`config.mk`:
```
export PLATFORM = sky130hd
export DESIGN_NAME = ram_arbiter
export DESIGN_NICKNAME = d
export VERILOG_FILES = /design/src/rtl/ram_arbiter_pkg.sv /design/src/rtl/ram_arbiter_sat_counter.sv /design/src/rtl/ram_arbiter.sv
export SDC_FILE = /design/constraint.sdc
export NUM_CORES = 1
export LEC_CHECK = 0
export BUFFER_PORTS_ARGS = -buffer_cell sky130_fd_sc_hd__buf_2
export CAP_MARGIN = 20
export CORE_AREA = 3 3 118 120
export DETAILED_ROUTE_END_ITERATION = 7
export DIE_AREA = 0 0 121 123
export REMOVE_ABC_BUFFERS = 1
export SYNTH_ARGS = -nofsm -noshare
export SYNTH_HDL_FRONTEND = slang
export SYNTH_SLANG_ARGS = --single-unit
```
`constraint.sdc`:
```
create_clock -name clk -period 2.6 [get_ports clk]
set_input_delay 0.52 -clock clk [delete_from_list [all_inputs] [get_ports clk]]
set_output_delay 0.52 -clock clk [all_outputs]
set_load 0.02 [all_outputs]
```
`src/rtl/ram_arbiter_pkg.sv`:
```
// Shared types for the RAM arbiter: FSM state and port-owner encodings,
// plus the round-robin pick used when the arbiter is idle.
package ram_arbiter_pkg;

  typedef enum logic [1:0] {
    ARB_STATE_IDLE  = 2'd0,
    ARB_STATE_ISSUE = 2'd1,
    ARB_STATE_RESP  = 2'd2
  } arb_state_e;

  typedef enum logic {
    ARB_OWNER_CPU = 1'b0,
    ARB_OWNER_DBG = 1'b1
  } arb_owner_e;

  // A lone requester wins; on a tie the port that was not served last wins.
  function automatic arb_owner_e arb_pick(input logic cpu_req, input logic dbg_req,
                                          input arb_owner_e last);
    if (cpu_req && dbg_req)
      return (last == ARB_OWNER_CPU) ? ARB_OWNER_DBG : ARB_OWNER_CPU;
    else if (dbg_req)
      return ARB_OWNER_DBG;
    else
      return ARB_OWNER_CPU;
  endfunction

endpackage

```
`src/rtl/ram_arbiter_sat_counter.sv`:
```
// 32-bit saturating event counter; sticks at all-ones until reset.
module ram_arbiter_sat_counter (
  input  logic        clk,
  input  logic        reset_n,
  input  logic        inc,
  output logic [31:0] count
);

  always_ff @(posedge clk or negedge reset_n) begin
    if (!reset_n)
      count <= '0;
    else
      count <= (inc && (count != '1)) ? count + 32'd1 : count;
  end

endmodule

```
`src/rtl/ram_arbiter.sv`:
```
// Round-robin arbiter sharing the single-port data RAM between the CPU MEM
// stage and the debug port. Perf counters are built only with RAM_ARBITER_PERF_EN.
module ram_arbiter
  import ram_arbiter_pkg::*;
#(
  parameter int ADDR_WIDTH = 15,
  parameter int DATA_WIDTH = 32
) (
  input  logic                  clk,
  input  logic                  reset_n,
  input  logic                  cpu_req,
  input  logic                  cpu_wren,
  input  logic [ADDR_WIDTH-1:0] cpu_address,
  input  logic [DATA_WIDTH-1:0] cpu_wdata,
  output logic [DATA_WIDTH-1:0] cpu_rdata,
  output logic                  cpu_ack,
  output logic                  cpu_busy,
  input  logic                  dbg_req,
  input  logic                  dbg_wren,
  input  logic [ADDR_WIDTH-1:0] dbg_address,
  input  logic [DATA_WIDTH-1:0] dbg_wdata,
  output logic [DATA_WIDTH-1:0] dbg_rdata,
  output logic                  dbg_ack,
  output logic [ADDR_WIDTH-1:0] ram_address,
  output logic [DATA_WIDTH-1:0] ram_wdata,
  output logic                  ram_wren,
  input  logic [DATA_WIDTH-1:0] ram_data,
  output logic [31:0]           perf_cpu_wait,
  output logic [31:0]           perf_dbg_cnt
);

  arb_state_e state;
  arb_owner_e owner;
  arb_owner_e last;
  logic       wren_q;
  logic       start;
  arb_owner_e pick;
  logic       pick_dbg;

  // From RESP only the non-owner may start a new access; the owner waits
  // for IDLE so the other port always gets its turn.
  always_comb begin
    start = 1'b0;
    pick  = owner;
    case (state)
      ARB_STATE_IDLE: begin
        start = cpu_req | dbg_req;
        pick  = arb_pick(cpu_req, dbg_req, last);
      end
      ARB_STATE_RESP: begin
        start = (owner == ARB_OWNER_CPU) ? dbg_req : cpu_req;
        pick  = (owner == ARB_OWNER_CPU) ? ARB_OWNER_DBG : ARB_OWNER_CPU;
      end
      default: ;
    endcase
    pick_dbg = (pick == ARB_OWNER_DBG);
  end

  always_ff @(posedge clk or negedge reset_n) begin
    if (!reset_n) begin
      state       <= ARB_STATE_IDLE;
      owner       <= ARB_OWNER_CPU;
      last        <= ARB_OWNER_DBG;
      wren_q      <= 1'b0;
      ram_address <= '0;
      ram_wdata   <= '0;
      cpu_ack     <= 1'b0;
      dbg_ack     <= 1'b0;
    end else begin
      cpu_ack <= 1'b0;
      dbg_ack <= 1'b0;
      case (state)
        ARB_STATE_ISSUE: begin
          state   <= ARB_STATE_RESP;
          cpu_ack <= (owner == ARB_OWNER_CPU);
          dbg_ack <= (owner == ARB_OWNER_DBG);
        end
        default: begin
          if (start) begin
            state       <= ARB_STATE_ISSUE;
            owner       <= pick;
            last        <= pick;
            ram_address <= pick_dbg ? dbg_address : cpu_address;
            ram_wdata   <= pick_dbg ? dbg_wdata : cpu_wdata;
            wren_q      <= pick_dbg ? dbg_wren : cpu_wren;
          end else begin
            state <= ARB_STATE_IDLE;
          end
        end
      endcase
    end
  end

  // Decoded from state so an asynchronous reset drops the write strobe at once.
  always_comb begin
    ram_wren  = (state == ARB_STATE_ISSUE) & wren_q;
    cpu_rdata = cpu_ack ? ram_data : '0;
    dbg_rdata = dbg_ack ? ram_data : '0;
    cpu_busy  = cpu_req & ~cpu_ack;
  end

`ifdef RAM_ARBITER_PERF_EN
  ram_arbiter_sat_counter u_cpu_wait (
    .clk     (clk),
    .reset_n (reset_n),
    .inc     (cpu_busy),
    .count   (perf_cpu_wait)
  );

  ram_arbiter_sat_counter u_dbg_cnt (
    .clk     (clk),
    .reset_n (reset_n),
    .inc     (dbg_ack),
    .count   (perf_dbg_cnt)
  );
`else
  always_comb begin
    perf_cpu_wait = '0;
    perf_dbg_cnt  = '0;
  end
`endif

endmodule
```
==> summary.md, run 1 <==
| Metric | Value |
|---|---|
| CTS Buf Count | 5 |
| Worst slew pin tran | 1020 ps |
| Pwr dens | 1240 nW/um^2 |
| Syn Area/Cell | 8.25 sq um |
| Reg2Reg Launch Point | state[1]$_DFF_PN0_ |
| CTS Root Cell | clkbuf_16 |
| Layout cells sized above 1 | 0.415 |
| Setup crit start | cpu_ack$_DFF_PN0_ |
| Grt ovf | 0 |
| Setup CP Type | flip-flop to primary output |
| RSZ-0062 raised after global routing | no |
| Crit Path Max Fanout | 34 |
| Endpoint class of the critical path | primary output |
| Leakage | 0.00254 uW |
| Die W | 121 um |
| Post-DRT Antenna Nets | 0 |
| Min Tclk post-route | 2060 ps |
| IO Count | 311 |
| Crit path capture | cpu_rdata[13] |
| DR WL/cell | 14.6 um |
| Hold Buf Count CTS | 0 |
| DR iter-0 viols | 152 |
| Hold Violations, Final | 0 |
| Seq/Total Area, Yosys | 0.378 |
| CP max-delay cell | dfrtp_1 |
| DP HPWL | 9.19 mm |
| Post-CTS setup buffers | 0 |
| Setup Viol. Count Final | 0 |
| Gpl congestion | 0.744 |
| DRC errors left | 0 |
| Synth Instances | 434 |
| Vias in the first global route | 3471 |
| CP Cell Sequence | and2_1 > buf_2 |
| Post-Route WL | 12.2 mm |
| CTS H-Tree Depth | 2 |
| Crit path required time | 2080 ps |
| Reg2reg path depth | 4 |
| Worst-skew pair later-pin latency | 290 ps |
| Commonest cells after routing, fill and taps aside | 246 x buf_2, 64 x and2_1, 64 x conb_1 |
| Crit-path max cell delay | 840 ps |
| Max VDD drop | 450 uV |
| Area Overhead vs Synth | 36.0% |
| DP Area | 4710 sq um |
| Initial Util | 0.274 |
| Layout Nets | 786 |
| CTS Buffer Depth | 2 |
| Ys Warns | 0 |
| CTS tree | done |
| Row count | 42 |
| Number of synthesized register bits | 54 |
| Overall global routing resource usage | 0.151 |
| TritonRoute pass-1 iters | 6 |
| Fmax | 486 MHz |
| Outcome | complete, no violations |
| Period utilization | 0.791 |
| Final Max Tran Viols | 0 |
| Clock skew | 5.75 ps |
| Port Buffers | 246 |
| Reg2Reg Setup Slack | 590 ps |
| Via Count | 3671 |
| Core area | 13100 sq um |
| Initial antenna violation count | 0 |
| Crit start category | flip-flop |
| Netlist cell types | 31 |
| Final instance area | 4870 sq um |
| Largest net degree at the start of global routing | 100 |
| Setup TNS | 0 ps |
| Commonest non-fill, non-tap cell in the layout | buf_2 |
| Hold WC Path Type | input pin to async pin |
| Crit path DAT | 1540 ps |
| Vias/cell | 4.42 |
| Clk slew on worst S/H paths | 70 ps |
| CTS resizes | 0 |
| Number of diodes | 0 |
| First-pass GRT wire length | 17.9 mm |
| Synthesized area | 3580 sq um |
| DIE AREA | 14900 sq um |
| Rel. slew slack | 0.320 |
| Max-cap violations | 0 |
| TritonCTS sink count | 54 |
| RR Endpoint | ram_wdata[11]$_DFFE_PN0P_ |
| Die Y-Extent | 123 um |
-- registers in the layout, summed over array words and instances, names as in the netlist --
| signal | flops |
|---|---|
| ram_address | 15 |
| owner | 1 |
| ram_wdata | 32 |
| last | 1 |
| wren_q | 1 |
| state | 2 |
| dbg_ack | 1 |
| cpu_ack | 1 |
-- metal layers --
layer | share of wire | vias up | GRT usage
met2 | 0.51 | 180 | 0.273
met1 | 0.39 | 1690 | 0.180
met5 | 0 | - | 0
li1 | - | 1793 | -
met3 | 0.094 | 8 | 0.0398
met4 | 0.0095 | 0 | 0.0347
-- worst min path at each step --
stage | startpoint | to | depth (start not counted)
after floorplan | reset_n | cpu_ack$_DFF_PN0_ | 0
after global placement | last$_DFFE_PN1P_ | last$_DFFE_PN1P_ | 2
after detailed placement | last$_DFFE_PN1P_ | last$_DFFE_PN1P_ | 2
after CTS | reset_n | ram_wdata[21]$_DFFE_PN0P_ | 1
after global routing | reset_n | ram_wdata[21]$_DFFE_PN0P_ | 1
final | reset_n | ram_wdata[21]$_DFFE_PN0P_ | 1
-- stage by stage --
| step | setup slack, ps | power [uW] | instances | util | hold WS (ps) |
|---|---|---|---|---|---|
| finish | 544 | 6020 | 831 | 0.372 | 239 |
| global route | 383 | 6510 | 831 | 0.372 | 292 |
| CTS | 532 | 6100 | 831 | 0.372 | 264 |
| detailed placement | 433 | 5320 | 823 | 0.360 | 507 |
| global placement | 421 | 5300 | 823 | 0.360 | 496 |
| floorplan | 95.5 | 3910 | 396 | - | 224 |
-- cell usage after synthesis, drive strengths merged --
cell / instances / share of area
nand3: 49 / 0.068
conb: 1 / 0.0010
nand2b: 2 / 0.0035
o221a: 1 / 0.0031
dfstp: 1 / 0.0073
o21ai: 50 / 0.070
a31oi: 49 / 0.094
clkbuf: 14 / 0.015
nor2: 50 / 0.053
a21boi: 1 / 0.0021
and2: 64 / 0.11
and3: 2 / 0.0035
inv: 3 / 0.0031
a311o: 1 / 0.0028
dfrtp: 53 / 0.37
nor3: 1 / 0.0014
a311oi: 1 / 0.0042
nor2b: 2 / 0.0042
buf: 87 / 0.18
nand2: 1 / 0.0010
a21oi: 1 / 0.0014
-- cells by family after synthesis --
logic type             count (synthesis)  share of synthesized area
other                                  1                    0.00105
AND/OR/NAND/NOR                      171                      0.247
AO/OA/AOI/OAI                        104                      0.178
flip-flops                            54                      0.378
buffers and inverters                104                      0.196
-- power by group --
group / switching, uW / total [uW] / internal [uW] / leakage [uW]
Combinational: 2380 / 3650 / 1260 / 0.00185
Sequential: 323 / 1610 / 1280 / 0.000613
Clock: 314 / 765 / 452 / 0.0000836
Total: 3020 / 6020 / 3000 / 0.00254
-- area by class of cell --
type,count,area (sq um)
Fill cell,1392,8210
Multi-Input combinational cell,339,1790
Clock buffer,5,125
Inverter,3,11.3
Sequential cell,54,1350
Clock inverter,3,40.0
Tap cell,176,220
Timing Repair Buffer,251,1330
-- worst max-delay path: cells and delay by family (launching register included) --
family / cells / cell delay [ps]
buf+inv: 1 / 170
flops: 1 / 840
simple gates: 1 / 230
(Power assumes the default switching activity.)
==> inputs of run 2 (changes only) <==
==> constraint.sdc (replaced) <==
create_clock -name clk -period 1.7 [get_ports clk]
set_input_delay 0.34 -clock clk [delete_from_list [all_inputs] [get_ports clk]]
set_output_delay 0.34 -clock clk [all_outputs]
set_load 0.02 [all_outputs]
==> summary.md, run 2 (synthesis gave the netlist of run 1 again) <==
| Metric | Value |
|---|---|
| Via Count | 3685 |
| Worst-skew pair later-pin latency | 290 ps |
| Min Tclk post-route | 1620 ps |
| Crit Path Max Fanout | 18 |
| Clock skew | 8.09 ps |
| Setup TNS | 0 ps |
| Crit-path max cell delay | 530 ps |
| Clk pwr share | 0.110 |
| Post-Place Setup Slack | 45.2 ps |
| Max-cap violations | 0 |
| Row count | 42 |
| Fmax | 619 MHz |
| Reg2Reg Setup Slack | 80 ps |
| Post-DRT Antenna Nets | 0 |
| CP Cell Sequence | nand2_1 > a311o_2 > buf_4 > nand3_1 > a31oi_2 |
| IO Count | 311 |
| Port Buffers | 246 |
| Crit path required time | 1860 ps |
| Switching Share | 0.492 |
| Largest net degree at the start of global routing | 55 |
| CTS Root Cell | clkbuf_16 |
| Leakage | 0.00262 uW |
| Die Y-Extent | 123 um |
| CP Buf/Inv Count | 1 |
| Pwr dens | 1900 nW/um^2 |
| Die W | 121 um |
| Top flop regs | ram_wdata x32, ram_address x15, state x2 |
| Vias in the first global route | 3303 |
| Max VDD drop | 679 uV |
| Initial antenna violation count | 0 |
| Area Overhead vs Synth | 39.9% |
| CTS tree | done |
| Crit path DAT | 1770 ps |
| Overall global routing resource usage | 0.146 |
| Largest register by flop count | ram_wdata |
| Hold Violations, Final | 0 |
| Fillers | 1410 |
| Commonest cells after routing, fill and taps aside | 246 x buf_2, 64 x and2_1, 64 x conb_1 |
| DR iter-0 viols | 118 |
| Initial Util | 0.274 |
| Vias/cell | 4.37 |
| Grt ovf | 0 |
| Post-Route WL | 12.2 mm |
| Area occupied by multi-input gates | 1790 sq um |
| CP max-delay cell | dfstp_2 |
| Layout cells sized above 1 | 0.424 |
| Final instance area | 5010 sq um |
| Commonest non-fill, non-tap cell in the layout | buf_2 |
| Crit start category | flip-flop |
| Setup Viol. Count Final | 0 |
| Comb power frac | 0.645 |
| Gpl congestion | 0.771 |
| Endpoint class of the critical path | flip-flop |
| CTS resizes | 0 |
| Int Pwr | 4840 uW |
| Reg2Reg Launch Point | last$_DFFE_PN1P_ |
| Flip-flop count of the largest register after layout | 32 |
| Layout Nets | 798 |
| CTS Buffer Depth | 2 |
| RR Endpoint | ram_wdata[10]$_DFFE_PN0P_ |
| CTS H-Tree Depth | 2 |
| DP Area | 4820 sq um |
| TritonRoute pass-1 iters | 5 |
| Period utilization | 0.951 |
| Clk slew on worst S/H paths | 70 ps |
| CTS Buf Count | 5 |
| DRC errors left | 0 |
| DIE AREA | 14900 sq um |
| Sequential cell area | 1350 sq um |
| First-pass GRT wire length | 17.4 mm |
| Flop pwr share | 0.244 |
| CP top delay family | flip-flops |
| Reg2reg path depth | 5 |
| TritonCTS sink count | 54 |
| Hold WC Path Type | input pin to async pin |
| Worst Setup Slack, final | 83.5 ps |
| Core area | 13100 sq um |
| Sw Pwr | 4680 uW |
| DP HPWL | 9.28 mm |
| DR WL/cell | 14.4 um |
| Final Max Tran Viols | 0 |
| Number of diodes | 0 |
| Setup CP Type | flip-flop to flip-flop |
| Outcome | complete, no violations |
-- run 2: cell types whose count changed in the layout (fill, tap and decap cells not counted) --
cell,change
clkbuf_8,+1
clkbuf_16,+1
clkbuf_1,+1
buf_4,+7
buf_12,+4
clkinv_2,-1
bufinv_16,-1
-- run 2: final cells by class --
cell class,count,area share
clock inverter,1,0.000999
sequential,54,0.270
tap,176,0.0439
inverter,3,0.00225
clock buffer,7,0.0285
multi-input combinational,339,0.357
timing repair buffer,263,0.297
-- run 2: worst max path at each step --
stage,to,cells past startpoint,start
6_report,ram_wdata[10]$_DFFE_PN0P_,5,last$_DFFE_PN1P_
5_1_grt,ram_address[2]$_DFFE_PN0P_,6,last$_DFFE_PN1P_
4_1_cts,ram_wdata[31]$_DFFE_PN0P_,5,last$_DFFE_PN1P_
3_5_place_dp,ram_wdata[22]$_DFFE_PN0P_,5,last$_DFFE_PN1P_
3_3_place_gp,ram_wdata[0]$_DFFE_PN0P_,5,last$_DFFE_PN1P_
2_1_floorplan,ram_address[0]$_DFFE_PN0P_,4,last$_DFFE_PN1P_
-- run 2: routing by layer --
metal	wire, um	up-vias	global-route usage
met5	0	-	0
met4	33	0	0.0212
met3	1070	2	0.0316
met2	6260	182	0.266
met1	4810	1687	0.182
li1	-	1814	-
-- run 2: per-stage QoR --
step,total power [uW],cells,hold slack (ps),utilization
2_1_floorplan,5980,396,44.4,-
3_3_place_gp,8420,833,367,0.368
3_5_place_dp,8440,833,366,0.368
4_1_cts,9500,841,59.7,0.380
5_1_grt,10200,843,59.5,0.383
6_report,9520,843,34.0,0.383
-- run 2: repair_timing --
| action | CTS | global route |
|---|---|---|
| setup endpoints to repair | 0 | 26 |
| setup buffers | 0 | 1 |
| hold buffers | 0 | 0 |
-- run 2: power by group through the flow --
stage / clock, uW / combinational (uW) / sequential (uW)
final: 1050 / 6150 / 2330
after floorplan: 0 / 2840 / 3140
after detailed placement: 0 / 6090 / 2350
after CTS: 1090 / 6080 / 2330
after global routing: 1130 / 6690 / 2420
after global placement: 0 / 6090 / 2330
